`config.mk`:
```
export PLATFORM = sky130hd
export DESIGN_NAME = pipe_hazard_tracker
export DESIGN_NICKNAME = d
export VERILOG_FILES = /design/src/rtl/pipe_hazard_tracker.sv
export SDC_FILE = /design/constraint.sdc
export NUM_CORES = 1
export LEC_CHECK = 0
export ABC_AREA = 1
export CORE_ASPECT_RATIO = 1.4
export CORE_MARGIN = 4
export CORE_UTILIZATION = 46
export CTS_BUF_LIST = sky130_fd_sc_hd__clkbuf_8 sky130_fd_sc_hd__clkbuf_16
export CTS_CLUSTER_DIAMETER = 150
export DETAILED_ROUTE_END_ITERATION = 8
export MAX_ROUTING_LAYER = met4
export PLACE_DENSITY = 0.85
export SETUP_SLACK_MARGIN = 0.1
export SLEW_MARGIN = 5
export SYNTH_ARGS = -nofsm -noshare
export SYNTH_HDL_FRONTEND = slang
export SYNTH_SLANG_ARGS = --single-unit
```
`constraint.sdc`:
```
create_clock -name clk -period 6 [get_ports clk]
set_clock_uncertainty 0.2 [all_clocks]
set_input_delay 1.8 -clock clk [delete_from_list [all_inputs] [get_ports clk]]
set_output_delay 1.8 -clock clk [all_outputs]
set_load 0.02 [all_outputs]
```
`src/rtl/pipe_hazard_tracker.sv`:
```
// Register-hazard tracker: shift register of in-flight destination writes feeding
// operand forwarding, the ID-stage load-use stall and a saturating stall counter.
module pipe_hazard_tracker #(
    parameter int XLEN   = 32,
    parameter int RA_W   = 5,
    parameter int STAGES = 3,
    localparam int SW    = $clog2(STAGES)
) (
    input  logic                     clk,
    input  logic                     rst_n,
    input  logic                     freeze,
    input  logic [STAGES-1:0]        flush,
    input  logic                     id_valid,
    input  logic [RA_W-1:0]          id_rs_addr,
    input  logic [RA_W-1:0]          id_rt_addr,
    input  logic                     id_rs_used,
    input  logic                     id_rt_used,
    input  logic                     id_wr_en,
    input  logic [RA_W-1:0]          id_wr_addr,
    input  logic [SW-1:0]            id_ready_stage,
    input  logic [XLEN*STAGES-1:0]   stage_data,
    output logic                     stall,
    output logic                     rs_fwd_hit,
    output logic                     rt_fwd_hit,
    output logic [XLEN-1:0]          rs_fwd_data,
    output logic [XLEN-1:0]          rt_fwd_data,
    output logic [31:0]              stall_cnt
);

    logic [STAGES-1:0]           ent_valid;
    logic [STAGES-1:0]           ent_wr_en;
    logic [STAGES-1:0][RA_W-1:0] ent_addr;
    logic [STAGES-1:0][SW-1:0]   ent_rdy;

    // Source 0 is rs, source 1 is rt.
    logic [1:0][RA_W-1:0] src_addr;
    logic [1:0]           src_used;
    logic [1:0]           src_found;
    logic [1:0][SW-1:0]   src_idx;
    logic [1:0]           src_hit;
    logic [1:0]           src_wait;
    logic [1:0][XLEN-1:0] src_data;

    assign src_addr = {id_rt_addr, id_rs_addr};
    assign src_used = {id_rt_used, id_rs_used};

    // Scan oldest to youngest so the youngest match is the one left standing;
    // an unready youngest match blocks any older, ready entry.
    always_comb begin
        src_found = '0;
        src_idx   = '0;
        src_hit   = '0;
        src_wait  = '0;
        src_data  = '0;
        for (int s = 0; s < 2; s++) begin
            for (int k = STAGES - 1; k >= 0; k--) begin
                if (id_valid && src_used[s] && (src_addr[s] != '0) &&
                    ent_valid[k] && ent_wr_en[k] && (ent_addr[k] == src_addr[s])) begin
                    src_found[s] = 1'b1;
                    src_idx[s]   = SW'(k);
                end
            end
            if (src_found[s]) begin
                if (src_idx[s] >= ent_rdy[src_idx[s]]) begin
                    src_hit[s]  = 1'b1;
                    src_data[s] = stage_data[int'(src_idx[s]) * XLEN +: XLEN];
                end else begin
                    src_wait[s] = 1'b1;
                end
            end
        end
    end

    assign stall       = |src_wait;
    assign rs_fwd_hit  = src_hit[0];
    assign rt_fwd_hit  = src_hit[1];
    assign rs_fwd_data = src_data[0];
    assign rt_fwd_data = src_data[1];

    // A stalled ID instruction enters as a bubble; flush[0] does the same, so both together are harmless.
    always_ff @(posedge clk) begin
        if (!rst_n) begin
            ent_valid <= '0;
            ent_wr_en <= '0;
            ent_addr  <= '0;
            ent_rdy   <= '0;
            stall_cnt <= '0;
        end else if (!freeze) begin
            for (int k = 1; k < STAGES; k++) begin
                ent_valid[k] <= ent_valid[k-1] & ~flush[k];
                ent_wr_en[k] <= ent_wr_en[k-1];
                ent_addr[k]  <= ent_addr[k-1];
                ent_rdy[k]   <= ent_rdy[k-1];
            end
            ent_valid[0] <= id_valid & ~flush[0] & ~stall;
            ent_wr_en[0] <= id_wr_en;
            ent_addr[0]  <= id_wr_addr;
            ent_rdy[0]   <= id_ready_stage;
            if (stall && (stall_cnt != 32'hFFFF_FFFF)) begin
                stall_cnt <= stall_cnt + 32'd1;
            end
        end
    end

endmodule

```
Yosys cells after proc, flatten, opt, wreduce, memory -nomap -nowiden:

Cells that the tools add are included.

* register bits after elaboration: 59
* output and inout port bits: 99
* logic and storage cells: 87

* add/sub/neg operators: 1
* order comparisons: 4
* equality and inequality tests: 7
* shifts and indexed selects: 2
* muxes and demuxes: 28
* bitwise logic cells: 9
* reduce and logical (&&, ||, !) cells: 27

Operators by type and width (number)
* indexed part select 96 x 8 -> 32 bit: 2
* 2-to-1 mux 32 bit: 4
* adder 32 x 1 -> 32 bit (second input constant): 1
* inequality test 32 bit (second input constant): 1
* equality test 5 bit: 6
* logical AND 1 bit: 23
* 2-to-1 mux 2 bit: 8
* 2-to-1 mux 1 bit: 14
* nonzero test 5 bit: 2
* binary-select mux 2 bit (select 2 bit): 2
* < comparator 2 x 3 -> 1 bit (second input constant): 2
* NOT 1 bit: 5
* AND 1 bit: 4
* greater-or-equal comparator 2 bit: 2
* AND reduction 2 bit: 1
* OR reduction 2 bit: 1

Logic depth before layout (Yosys ltp):

Gate-level depths: netlist of the first run.

* depth in word-level cells: 16
* depth in mapped cells: 25
* mapped depth without buffers: 23

Worst setup path after synthesis of the first run:

Ideal clock, no wire load.

* kind: input to output
* from: in id_rt_addr[4]
* to: out rt_fwd_data[22]
* arrival: 4.252 ns
* required time: 4.000 ns
* setup slack: -0.252 ns
* stages: 22
* buffers on the path: 2
* cells stage by stage: inv_2 > nand3_1 > nand2_1 > inv_2 > nand3_1 > clkinv_1 > nand2_1 > a21oi_4 > inv_2 > buf_2 > nor2_1 > a21oi_1 > ha_1 > nor2_1 > inv_1 > a21oi_1 > inv_1 > nand2_1 > inv_1 > clkbuf_1 > o21ai_1 > nor2_1

* cells in the longest elaborated chain, start to end: 13
* elaborated cells on any way between the ends: 26

Ends and longest elaborated chain
* start, declared: RTL line 15 `input logic [RA_W-1:0] id_rt_addr,`
* parallel branches: the longest is 12 deep, another holds indexed part select 96 x 8 -> 32 bit
* 2-to-1 mux 32 bit *: RTL line 63 `if (src_found[s]) begin`
* end, declared: RTL line 26 `output logic [XLEN-1:0] rt_fwd_data,`

Every way passes the cells marked *. The select of a mux whose other input is x is not followed.

Worst setup path in the final report of the first run:

* from: in id_rt_addr[3]
* to: out rt_fwd_data[14]

The elaborated chain is that of the path after synthesis.

==> key figures, run 1 <==
Synthesis
  • Net Count, Synth: between 1000 and 1500
  • Mux contribution to synthesized area: 0
  • Register area share after synthesis: 0.200
  • Post-Syn Instances: 1087
  • Post-synthesis xor/xnor area fraction: 0.0355
  • Yosys warning total: 0
  • Simple-gate share of the synthesized area: 0.448
  • Register bit total from synthesis: 59
  • Largest family of logic cells by synthesized area: simple AND/OR/NAND/NOR gates
  • Compound-Gate Fraction of Synth Area: 0.171
  • Netlist cell types: 36
  • Adder-cell area share of the yosys netlist: 0.0106
  • Mean area per synthesized cell: approximately 5.4 sq um
  • Netlist area before placement: 0.00592 sq mm

Cells and area
  • Area Overhead vs Synth: 74.3%
  • N_diodes: 0
  • Commonest non-fill, non-tap cell in the layout: nand2_1
  • Layout cells sized above 1: 0.320
  • Final core utilization: 0.825
  • Most frequent cells in the layout: nand2_1 (216), clkdlybuf4s50_1 (141), nor2_1 (139)
  • Nets: around 1500

Worst setup path
  • Most used cell along the critical path: nor2_2
  • Worst Setup Path Type: input port to output pin
  • Critical path fanouts, max: 8
  • Arrival time worst endpoint: roughly 4.3 ns
  • CP startpoint kind: input port
  • Cell family with most CP delay: buffers and inverters
  • Crit end category: output pin
  • Crit-path max cell delay: between 0.2 and 0.3 ns
  • CP cell instances: buf_6, inv_2, a21oi_1, nand2_2, nor2_2, nand3_2, clkinv_2, nand2_4, a21oi_4, inv_2, nor2_2, a21oi_1, ha_1, nor2_1, inv_1, a21oi_2, inv_1, nand2_2, clkinv_4, buf_12, o21ai_2, nor2_2, buf_6
  • Crit path from: id_rt_addr[3]
  • Worst reg2reg path startpoint: ent_addr[5]$_SDFFE_PN0N_
  • Req. time, crit path: roughly 4.0 ns
  • Crit-path slowest cell: ha_1
  • FF-to-FF setup slack: 2.06 ns
  • Worst reg-to-reg path cell count: 24
  • CP Depth: 23
  • RR Endpoint: stall_cnt[9]$_SDFFE_PN0P_
  • Worst Path Buf+Inv: 9

Route
  • Drt pass-1 iters: 6
  • Vias per inst: around 5.7
  • Drt total wl: around 28000 microns
  • Drt wl/cell: 18.3 microns
  • Initial drt markers: a little under 700
  • Vias: roughly 8700
  • Final routed DRC violation total: 0
  • Antenna viol nets, final: 0

Hold path
  • HP Start: ent_wr_en[2]$_SDFFE_PN0N_
  • Min-delay worst type: register to register
  • Hold Path Stages: 2
  • Hold-critical path endpoint: ent_wr_en[2]$_SDFFE_PN0N_

Clock network
  • Clock Tree Buf Depth: 2
  • Clock Pin Slew Worst Setup and Hold Paths: around 0.05 ns
  • Post-CTS Hold Fix Bufs: 0
  • Clock Latency Late Sink: 0.34 ns
  • Clock Sinks: between 50 and 60
  • CTS H-tree lvls: 3
  • CTS Root Cell: clkbuf_16
  • CTS tree: yes
  • Num CTS Buffers: 9

Global route
  • Global Route met2 Usage: 0.620
  • Largest net degree at the start of global routing: 52
  • GR Layer Usage met3: 0.0635
  • Global-route wire length before repair: 41100 microns
  • Vias in the first global route: between 8000 and 9000
  • M1 GR Usage: 0.358
  • GR Util All Layers: 0.348
  • GRT overflow: 0
  • Gr busiest metal: met2
  • Initial antenna violation count: 0

Power
  • Internal power: 860 uW
  • LEAKAGE: between 4 and 5 nW
  • Maximum vdd ir drop: around 0.15 mV
  • Comb power frac: 0.246
  • Switching pwr: between 300 and 400 uW
  • Power Dens Cells: 116 mW/mm^2
  • Net Sw Frac: 0.281
  • Clock Power Share: 0.404
  • Sequential share of power: 0.350

Die
  • Site Rows: 48
  • Die area: roughly 0.015 sq mm
  • Core Area: roughly 0.012 sq mm
  • Die H: around 140 microns
  • Top Ports: ~220
  • Starting Density: 0.474
  • Die X: 104 microns

Placed design
  • IO buf count: between 200 and 250
  • GP Congestion: between 1 and 1.5
  • Hpwl dp: 17500 microns

STA
  • Slew Limit Fails: 0
  • FMAX: approximately 160 MHz
  • Worst rel slew slack: 0.498
  • Worst setup margin: -0.299 ns
  • RSZ-0062 raised after global routing: yes
  • Least-Margin Pin Slew: around 0.75 ns
  • Fin Setup TNS: -12.83 ns
  • Tcrit/Tclk final: 1.05
  • Fin. Hold Viols: 0
  • Setup violators final: 66
  • Tmin final: 6.30 ns
  • Worst hold slack: 0.299 ns

Run status
  • Outcome: complete, but fails checks
  • Failing checks: negative setup slack

Run
  • Max-Cap Viols: 0
metal layers:
metal	vias to the layer above	share of wire
met5	-	0
met2	506	0.50
met3	163	0.080
met1	3993	0.35
li1	4019	-
met4	0	0.069
registers in the layout, summed over array words and instances (netlist names):
name       cells
stall_cnt     32
ent_addr      15
ent_rdy        6
ent_valid      3
ent_wr_en      3
cell usage after synthesis:
| cell type | number | area (sq um) |
|---|---|---|
| and2_1 | 1 | 6.26 |
| buf_6 | 4 | 45.0 |
| o211ai_1 | 1 | 7.51 |
| o21ai_1 | 32 | 160 |
| xnor2_1 | 2 | 17.5 |
| nand2_2 | 3 | 18.8 |
| nand2_1 | 265 | 995 |
| nand3_4 | 1 | 17.5 |
| inv_1 | 119 | 447 |
| clkbuf_1 | 22 | 82.6 |
| buf_2 | 19 | 95.1 |
| nand3_2 | 4 | 40.0 |
| nand3_1 | 35 | 175 |
| clkinv_1 | 4 | 15.0 |
| nand4_1 | 22 | 138 |
| o21ai_0 | 97 | 485 |
| nor3b_1 | 2 | 15.0 |
| nor4_1 | 2 | 12.5 |
| nand4_4 | 1 | 21.3 |
| o21a_1 | 1 | 7.51 |
| nor3_2 | 2 | 20.0 |
| dfxtp_1 | 59 | 1180 |
| and3_1 | 1 | 6.26 |
| nor2_1 | 213 | 800 |
| ha_1 | 5 | 62.6 |
| nor2_2 | 5 | 31.3 |
| nor3_1 | 20 | 100 |
| nand3b_1 | 31 | 233 |
| nor2_4 | 1 | 11.3 |
| nand4_2 | 1 | 12.5 |
| inv_2 | 13 | 48.8 |
| buf_4 | 8 | 60.1 |
| a21oi_4 | 1 | 16.3 |
| a21oi_1 | 67 | 335 |
| buf_1 | 1 | 3.75 |
| xor2_1 | 22 | 193 |
what timing repair did:
action | in CTS | in global routing
endpoints found under the setup margin | 67 | 67
cloned | 6 | 0
resized for setup | 635 | 67
pin swaps | 66 | 45
buffers inserted | 26 | 9
area by class of cell:
class,count,area [sq um]
clock buffer,9,225
multi-input combinational,838,4880
clock inverter,4,46.3
inverter,136,538
tap,150,188
timing repair buffer,319,3250
fill,757,2180
sequential,59,1180
through the flow:
| step | area (sq um) | power [mW] | instances | setup WS [ns] |
|---|---|---|---|---|
| 3_3_place_gp | 8680 | 0.659 | 1464 | -1.11 |
| 2_1_floorplan | 6120 | 0.523 | 1087 | 0.0755 |
| 4_1_cts | 9980 | 1.17 | 1507 | -0.0684 |
| 5_1_grt | 10300 | 1.24 | 1515 | -0.469 |
| 6_report | 10300 | 1.20 | 1515 | -0.299 |
| 3_5_place_dp | 8680 | 0.661 | 1464 | -1.15 |
logic make-up (layout without fill, tap and decap cells):
logic type / count (synthesis) / after routing
AO/OA/AOI/OAI: 199 / 199
XOR/XNOR: 24 / 24
adder cells (fa/ha/maj): 5 / 5
buffers and inverters: 190 / 468
flip-flops: 59 / 59
AND/OR/NAND/NOR: 610 / 610
worst min-delay path, delay by kind of cell (launching register included):
family | cells | cell delay [ns]
DFF | 1 | 0.31
and+or+nand+nor | 2 | 0.14
worst max-delay path by stage:
| stage | to |
|---|---|
| floorplan | rs_fwd_data[10] |
| global placement | rs_fwd_data[24] |
| detailed placement | rs_fwd_data[24] |
| CTS | rt_fwd_data[0] |
| global route | rt_fwd_data[14] |
| finish | rt_fwd_data[14] |
power groups by stage:
stage | Sequential, mW | Clock (mW) | Combinational (mW)
floorplan | 0.420 | 0 | 0.103
finish | 0.419 | 0.483 | 0.295
CTS | 0.417 | 0.489 | 0.268
global placement | 0.424 | 0 | 0.235
detailed placement | 0.424 | 0 | 0.237
global route | 0.420 | 0.503 | 0.318
No activity file was read; power rests on OpenSTA's default activity.
==> run 2: changes to the inputs <==
--- a/config.mk
+++ b/config.mk
@@ -10,10 +10,10 @@
 export CORE_MARGIN = 4
 export CORE_UTILIZATION = 46
 export CTS_BUF_LIST = sky130_fd_sc_hd__clkbuf_8 sky130_fd_sc_hd__clkbuf_16
-export CTS_CLUSTER_DIAMETER = 150
+export CTS_CLUSTER_DIAMETER = 80
 export DETAILED_ROUTE_END_ITERATION = 8
 export MAX_ROUTING_LAYER = met4
-export PLACE_DENSITY = 0.85
+export PLACE_DENSITY_LB_ADDON = 0.25
 export SETUP_SLACK_MARGIN = 0.1
 export SLEW_MARGIN = 5
 export SYNTH_ARGS = -nofsm -noshare
==> constraint.sdc (replaced) <==
create_clock -name clk -period 7.05 [get_ports clk]
set_clock_uncertainty 0.2 [all_clocks]
set_input_delay 2.115 -clock clk [delete_from_list [all_inputs] [get_ports clk]]
set_output_delay 2.115 -clock clk [all_outputs]
set_load 0.02 [all_outputs]
==> run 2 against run 1 <==
  * The run now ends clean
  * Non-clock buffer count down 28
  * Sequential power down 15%
  * Critical path depth down 3
  * Setup slack better by 0.42 ns
  * Clock power down 15%
  * Register-to-register slack better by 1.2 ns
  * Power down 18%
  * First-iteration DRC count down 10%
==> key figures, run 2 (synthesized netlist as in run 1, its figures left out) <==
Worst setup path
  • CP startpoint kind: input port
  • Req. time, crit path: 4.74 ns (+0.74 ns)
  • Crit end category: output pin
  • RR Endpoint: stall_cnt[29]$_SDFFE_PN0P_
  • Critical path fanouts, max: 10 (+2)
  • FF-to-FF setup slack: 3.29 ns (+1.23 ns)
  • Worst reg2reg path startpoint: ent_addr[0]$_SDFFE_PN0N_
  • Worst reg-to-reg path cell count: 21 (-13%)
  • Arrival time worst endpoint: 4.61 ns (+0.31 ns)
  • Worst Setup Path Type: input port to output pin

Route
  • Initial drt markers: 616 (-10%)
  • Drt total wl: 25200 microns (-9.1%)
  • Antenna viol nets, final: 0 (unchanged)
  • Vias per inst: 5.54 (-3.3%)
  • Drt wl/cell: 16.9 microns (-7.6%)
  • Final routed DRC violation total: 0 (unchanged)
  • Drt pass-1 iters: 5 (-1)
  • Vias: 8253 (-4.9%)

Die
  • Starting Density: 0.474 (unchanged)
  • Top Ports: 222 (unchanged)
  • Die area: 0.0148 sq mm (unchanged)
  • Site Rows: 48 (unchanged)
  • Die X: 104 microns (unchanged)
  • Die H: 142 microns (unchanged)
  • Core Area: 0.0125 sq mm (unchanged)

Cells and area
  • Top reg by flops: stall_cnt
  • Top Registers: stall_cnt: 32 flops, ent_addr: 15 flops, ent_rdy: 6 flops
  • Nets: 1463 (-1.9%)
  • Fillers: 1070 (+41%)
  • Area of the multi-input gates: 0.00431 sq mm (-12%)
  • Area Overhead vs Synth: 53.9%
  • FF/Latch Area: 0.00118 sq mm (unchanged)
  • Final Cell Area: 0.00911 sq mm (-12%)
  • Max reg flops: 32 (unchanged)
  • Layout cells sized above 1: 0.202 (-0.118)
  • Most frequent cells in the layout: nand2_1 (246), nor2_1 (198), clkdlybuf4s50_1 (141)
  • Commonest non-fill, non-tap cell in the layout: nand2_1

STA
  • Setup violators final: 0 (-100%)
  • FMAX: 144 MHz
  • Slew Limit Fails: 0 (unchanged)
  • Least-Margin Pin Slew: 1.00 ns (+0.250 ns)
  • RSZ-0062 raised after global routing: yes
  • Worst setup margin: 0.124 ns (+0.423 ns)
  • Worst rel slew slack: 0.329 (-0.169)
  • Tcrit/Tclk final: 0.982
  • Fin. Hold Viols: 0 (unchanged)
  • Tmin final: around 6.9 ns

Clock network
  • Post-CTS Hold Fix Bufs: 0 (unchanged)
  • CTS tree: yes
  • Clock Pin Slew Worst Setup and Hold Paths: 0.05 ns (about the same)
  • CTS Root Cell: clkbuf_16
  • Clock Latency Late Sink: 0.33 ns (about the same)
  • Clock Sinks: 59 (unchanged)
  • Clock Tree Buf Depth: 2 (unchanged)
  • Num CTS Buffers: 9 (unchanged)
  • CTS H-tree lvls: 3 (unchanged)

Run status
  • Outcome: finished clean

Global route
  • Global-route wire length before repair: 37100 microns (-9.7%)
  • GR Util All Layers: 0.311 (-0.0371)
  • Largest net degree at the start of global routing: 52 (unchanged)
  • GRT overflow: 0 (unchanged)
  • Vias in the first global route: 7428 (-10%)
  • Initial antenna violation count: 1 (+1)

Placed design
  • IO buf count: 221 (unchanged)
  • Place WS: -0.733 ns (+0.415 ns)
  • GP Congestion: 0.984 (-2.2%)
  • Placed Area: 0.00842 sq mm (-3.1%)
  • Hpwl dp: 17600 microns (+0.22%)

Run
  • Max-Cap Viols: 0 (unchanged)

Hold path
  • Hold-critical path endpoint: ent_wr_en[2]$_SDFFE_PN0N_
  • HP Start: ent_wr_en[2]$_SDFFE_PN0N_
  • Min-delay worst type: register to register
  • Hold Path Stages: 2 (unchanged)

Power
  • Power Dens Cells: 108 mW/mm^2 (-7.1%)
  • Maximum vdd ir drop: 0.134 mV (-8.6%)
  • LEAKAGE: 4.20 nW (-5.3%)
## run 2: cell types whose count changed in the layout (fill, tap and decap cells not counted), sizes merged
cell | previous run | this run
buf | 176 | 138
bufinv | 1 | 0
clkbuf | 9 | 19
clkdlybuf4s15 | 0 | 1
clkinv | 6 | 7
diode | 0 | 1
dlygate4sd2 | 2 | 1
dlymetal6s2s | 0 | 2
## run 2: power breakdown
part	total, mW	leakage [nW]	switching, mW	internal, mW
Sequential	0.355	0.481	0.0115	0.344
Combinational	0.217	3.58	0.106	0.111
Clock	0.409	0.137	0.155	0.254
## run 2: metal layers
metal  vias to the layer above  share of wire  global-route usage  wire length (microns)
met3                       112          0.074              0.0558                   1860
met5                         -              0                   -                      0
met2                       448           0.50               0.547                  12600
li1                       3968              -                   -                      -
met4                         0          0.059               0.147                   1480
met1                      3725           0.37               0.340                   9300
## run 2: timing repair
| action | in CTS | in global routing |
|---|---|---|
| buffers inserted | 9 | 8 |
| resized for setup | 283 | 190 |
| cloned | 0 | 6 |
| pin swaps | 5 | 44 |
| endpoints found under the setup margin | 67 | 67 |
## run 2: area by class of cell
| cell class | count | share of cell area |
|---|---|---|
| diodes | 1 | 0.000275 |
| clock buffers | 11 | 0.0278 |
| clock inverters | 4 | 0.00289 |
| inverters | 136 | 0.0591 |
| multi-input cells | 838 | 0.473 |
| flip-flops and latches | 59 | 0.130 |
| well taps | 150 | 0.0206 |
| repair buffers | 291 | 0.287 |
## run 2: through the flow
| step | power, mW | hold WS (ns) | TNS [ns] | util | cells |
|---|---|---|---|---|---|
| after detailed placement | 0.551 | 0.272 | -39.69 | 0.674 | 1451 |
| after floorplan | 0.441 | 0.255 | 0 | - | 1087 |
| after CTS | 0.959 | 0.285 | 0 | 0.679 | 1475 |
| after global routing | 1.02 | 0.327 | -1.04 | 0.729 | 1490 |
| final | 0.981 | 0.292 | 0 | 0.729 | 1490 |
| after global placement | 0.549 | 0.267 | -37.07 | 0.674 | 1451 |
## run 2: worst max-delay path by stage
stage                     cells past startpoint     startpoint               to  slack [ns]
final                                        20  id_rs_addr[0]  rs_fwd_data[10]        0.12
after global routing                         20  id_rs_addr[0]   rs_fwd_data[4]       -0.05
after CTS                                    20  id_rs_addr[0]   rs_fwd_data[0]        0.03
after detailed placement                     21  id_rs_addr[4]   rs_fwd_data[0]       -0.73
after global placement                       21  id_rs_addr[4]   rs_fwd_data[0]       -0.69
after floorplan                              22  id_rt_addr[4]  rt_fwd_data[22]        0.17
## run 2: worst max-delay path: stages
cell and delay [ns]:
buf_4 0.13, nand2_1 0.10, nand2_2 0.06, a21oi_2 0.19
nand3_2 0.12, nor2_4 0.17, nand2_4 0.09, o211ai_1 0.20
nand2_1 0.08, ha_1 0.28, nor2_1 0.08, inv_1 0.06
a21oi_2 0.15, inv_1 0.07, nand2_2 0.08, clkinv_4 0.11
clkbuf_16 0.19, o21ai_0 0.10, nor2_1 0.06, buf_2 0.16
==> run 3: changes to the inputs <==
--- a/config.mk
+++ b/config.mk
@@ -13,7 +13,7 @@
 export CTS_CLUSTER_DIAMETER = 80
 export DETAILED_ROUTE_END_ITERATION = 8
 export MAX_ROUTING_LAYER = met4
-export PLACE_DENSITY_LB_ADDON = 0.25
+export PLACE_DENSITY = 0.8
 export SETUP_SLACK_MARGIN = 0.1
 export SLEW_MARGIN = 5
 export SYNTH_ARGS = -nofsm -noshare
==> run 3 against run 2 <==
  * Fmax grew 0.13%
  * Sequential cell count is the same
  * Setup slack gained 0.0088 ns
  * Power shrank 1.2%
  * Largest cell class unchanged
  * Highest routed layer unchanged
  * Combinational power is essentially flat
  * Global-route usage grew 1.1 points
  * Clock power shrank 2%
  * Sequential power is essentially flat
  * Critical path depth grew 2
  * Via count shrank 1.7%
  * Critical path type unchanged
==> key figures, run 3 (synthesized netlist as in run 1, its figures left out) <==
Hold path
  • Hold Path Stages: 2 (unchanged)
  • Min-delay worst type: register to register

STA
  • Tmin final: 6.92 ns (-0.00881 ns)
  • Setup violators final: 0 (unchanged)
  • FMAX: 145 MHz (+0.13%)
  • Slew Limit Fails: 0 (unchanged)
  • Least-Margin Pin Slew: 0.602 ns (-0.401 ns)
  • Worst setup margin: 0.133 ns (+0.00881 ns)
  • Fin. Hold Viols: 0 (unchanged)
  • RSZ-0062 raised after global routing: yes
  • Worst hold slack: 0.304 ns (+0.0126 ns)
  • Worst rel slew slack: 0.595 (+0.266)
  • Tcrit/Tclk final: 0.981 (-0.00125)

Power
  • Maximum vdd ir drop: 0.161 mV (+21%)
  • Internal power: 691 uW (-2.5%)
  • Clock Power Share: 0.412 (-0.005)
  • Net Sw Frac: 0.287 (+0.00960)
  • Comb power frac: 0.222 (about the same)
  • Power Dens Cells: 108 mW/mm^2 (about the same)
  • Sequential share of power: 0.366 (+0.004)
  • Switching pwr: 279 uW (+2.2%)
  • Final Power: 970 uW (-1.2%)
  • LEAKAGE: 4.18 nW (-0.59%)

Run
  • Max-Cap Viols: 0 (unchanged)

Cells and area
  • Top reg by flops: stall_cnt
  • Top Registers: stall_cnt: 32 flops, ent_addr: 15 flops, ent_rdy: 6 flops
  • Layout cells sized above 1: 0.204 (+0.00192)
  • Most frequent cells in the layout: nand2_1 (253), nor2_1 (198), clkdlybuf4s50_1 (141)
  • Fillers: 1154 (+7.9%)
  • Nets: 1469 (+0.41%)
  • Area Overhead vs Synth: 52.3%
  • Area of the multi-input gates: 0.00425 sq mm (-1.3%)
  • Max reg flops: 32 (unchanged)
  • N_diodes: 0 (-1)
  • Final core utilization: 0.721 (-0.00791)
  • FF/Latch Area: 0.00118 sq mm (unchanged)
  • Commonest non-fill, non-tap cell in the layout: nand2_1

Route
  • Final routed DRC violation total: 0 (unchanged)
  • Drt pass-1 iters: 6 (+1)
  • Drt total wl: 24800 microns (-1.6%)
  • Vias: 8110 (-1.7%)
  • Initial drt markers: 579 (-6.0%)
  • Drt wl/cell: 16.6 microns (-2.0%)
  • Antenna viol nets, final: 0 (unchanged)
  • Vias per inst: 5.42 (-2.1%)

Die
  • Die area: 0.0148 sq mm (unchanged)
  • Site Rows: 48 (unchanged)
  • Starting Density: 0.474 (unchanged)
  • Core Area: 0.0125 sq mm (unchanged)
  • Die X: 104 microns (unchanged)
  • Top Ports: 222 (unchanged)
  • Die H: 142 microns (unchanged)

Worst setup path
  • Crit-path slowest cell: ha_1
  • CP cell instances: buf_2, buf_4, a21oi_2, nand3_2, nor2_4, buf_6, a21oi_4, nor2_4, a21oi_2, a21oi_2, ha_1, nor2_1, inv_1, a21oi_2, inv_1, nand2_1, inv_2, clkbuf_16, buf_12, o21ai_1, nor2_1, buf_2
  • RR Endpoint: stall_cnt[27]$_SDFFE_PN0P_
  • Crit-path max cell delay: 0.25 ns (-0.03 ns)
  • Worst Setup Path Type: input port to output pin
  • Arrival time worst endpoint: 4.60 ns (about the same)
  • Critical path fanouts, max: 8 (-2)
  • CP endpoint: rt_fwd_data[12]
  • Crit path from: id_rt_addr[3]
  • Worst Path Buf+Inv: 9 (+3)
  • Worst reg-to-reg path cell count: 22 (+4.8%)
  • CP Depth: 22 (+10%)
  • Cell family with most CP delay: buffers and inverters
  • CP startpoint kind: input port
  • Req. time, crit path: 4.74 ns (about the same)
  • Worst reg2reg path startpoint: ent_addr[7]$_SDFFE_PN0N_
  • Most used cell along the critical path: a21oi_2
  • FF-to-FF setup slack: 3.11 ns (-0.18 ns)
  • Crit end category: output pin

Clock network
  • CTS Root Cell: clkbuf_16
  • Clock Tree Buf Depth: 2 (unchanged)
  • Clock Pin Slew Worst Setup and Hold Paths: 0.06 ns (about the same)
  • CTS tree: yes
  • Clock Latency Late Sink: 0.33 ns (about the same)
  • CTS H-tree lvls: 3 (unchanged)
  • Clock Sinks: 59 (unchanged)
  • Num CTS Buffers: 9 (unchanged)

Global route
  • Initial antenna violation count: 0 (-1)
  • GRT overflow: 0 (unchanged)
  • Global-route wire length before repair: 37900 microns (+2.1%)
  • GR Util All Layers: 0.322 (+0.0110)
  • Vias in the first global route: 7352 (-1.0%)
  • Largest net degree at the start of global routing: 64 (+23%)

Placed design
  • IO buf count: 221 (unchanged)
  • Place WS: -0.751 ns (-0.0179 ns)
  • GP Congestion: 0.968 (-1.7%)
  • Hpwl dp: 18300 microns (+4.3%)

Run status
  • Outcome: finished clean
-- run 3: cell types whose count changed in the layout (fill, tap and decap cells not counted), sizes merged --
cell / change
clkbuf: +5
inv: +3
clkinv: -2
clkinvlp: +2
diode: -1
dlymetal6s2s: -1
-- run 3: power by group through the flow --
| stage | registers, mW | logic [mW] | clock network [mW] |
|---|---|---|---|
| 3_3_place_gp | 0.361 | 0.195 | 0 |
| 3_5_place_dp | 0.361 | 0.196 | 0 |
| 2_1_floorplan | 0.357 | 0.0834 | 0 |
| 5_1_grt | 0.356 | 0.235 | 0.415 |
| 4_1_cts | 0.354 | 0.201 | 0.399 |
| 6_report | 0.355 | 0.215 | 0.399 |
-- run 3: layer usage --
layer / GRT usage / share of wire / vias up
met2: 0.578 / 0.51 / 366
met5: - / 0 / -
met3: 0.0504 / 0.059 / 85
met4: 0.142 / 0.048 / 0
met1: 0.352 / 0.38 / 3683
li1: - / - / 3976
-- run 3: area by class of cell --
cell class / instances / area share
Clock inverter: 7 / 0.00500
Clock buffer: 9 / 0.0250
Sequential cell: 59 / 0.131
Tap cell: 150 / 0.0208
Timing Repair Buffer: 297 / 0.289
Multi-Input combinational cell: 838 / 0.472
Inverter: 136 / 0.0576
-- run 3: metrics by stage --
step / setup TNS, ns / instance area, sq um / instances
3_5_place_dp: -42.51 / 8580 / 1469
4_1_cts: 0 / 8740 / 1491
5_1_grt: -0.343 / 9010 / 1496
2_1_floorplan: 0 / 5920 / 1087
3_3_place_gp: -40.93 / 8580 / 1469
6_report: 0 / 9010 / 1496
-- run 3: worst min-delay path by stage --
stage,from,endpoint,slack (ns)
after floorplan,ent_wr_en[2]$_SDFFE_PN0N_,ent_wr_en[2]$_SDFFE_PN0N_,0.25
after global placement,ent_wr_en[2]$_SDFFE_PN0N_,ent_wr_en[2]$_SDFFE_PN0N_,0.27
after detailed placement,ent_wr_en[2]$_SDFFE_PN0N_,ent_wr_en[2]$_SDFFE_PN0N_,0.29
after CTS,ent_wr_en[2]$_SDFFE_PN0N_,ent_wr_en[2]$_SDFFE_PN0N_,0.30
after global routing,ent_valid[0]$_SDFFE_PN0N_,ent_valid[0]$_SDFFE_PN0N_,0.33
final,ent_wr_en[2]$_SDFFE_PN0N_,ent_wr_en[2]$_SDFFE_PN0N_,0.30
-- run 3: worst reg2reg max path, stage by stage, from the launching register on --
cell and delay, ns:
dfxtp_1 0.46, inv_1 0.14, nand2_1 0.11, nand2_2 0.07, nor3_4 0.16, nand3_4 0.11
a21oi_4 0.21, nor2_4 0.06, a21oi_2 0.12, a21oi_2 0.07, ha_1 0.30, nor2_1 0.09
inv_1 0.05, a21oi_2 0.15, buf_4 0.13, buf_4 0.09, buf_4 0.09, nand2_2 0.05
buf_4 0.14, nand2_2 0.24, nand3_4 0.44, nor2_1 0.27, nor2_1 0.08
-- run 3: what timing repair did --
action | 4_1_cts | 5_1_grt
buffers inserted | 5 | 4
resized for setup | 307 | 138
pin swaps | 10 | 46
endpoints found under the setup margin | 67 | 67
hold buffers | 0 | 0
gates cloned | 1 | 1
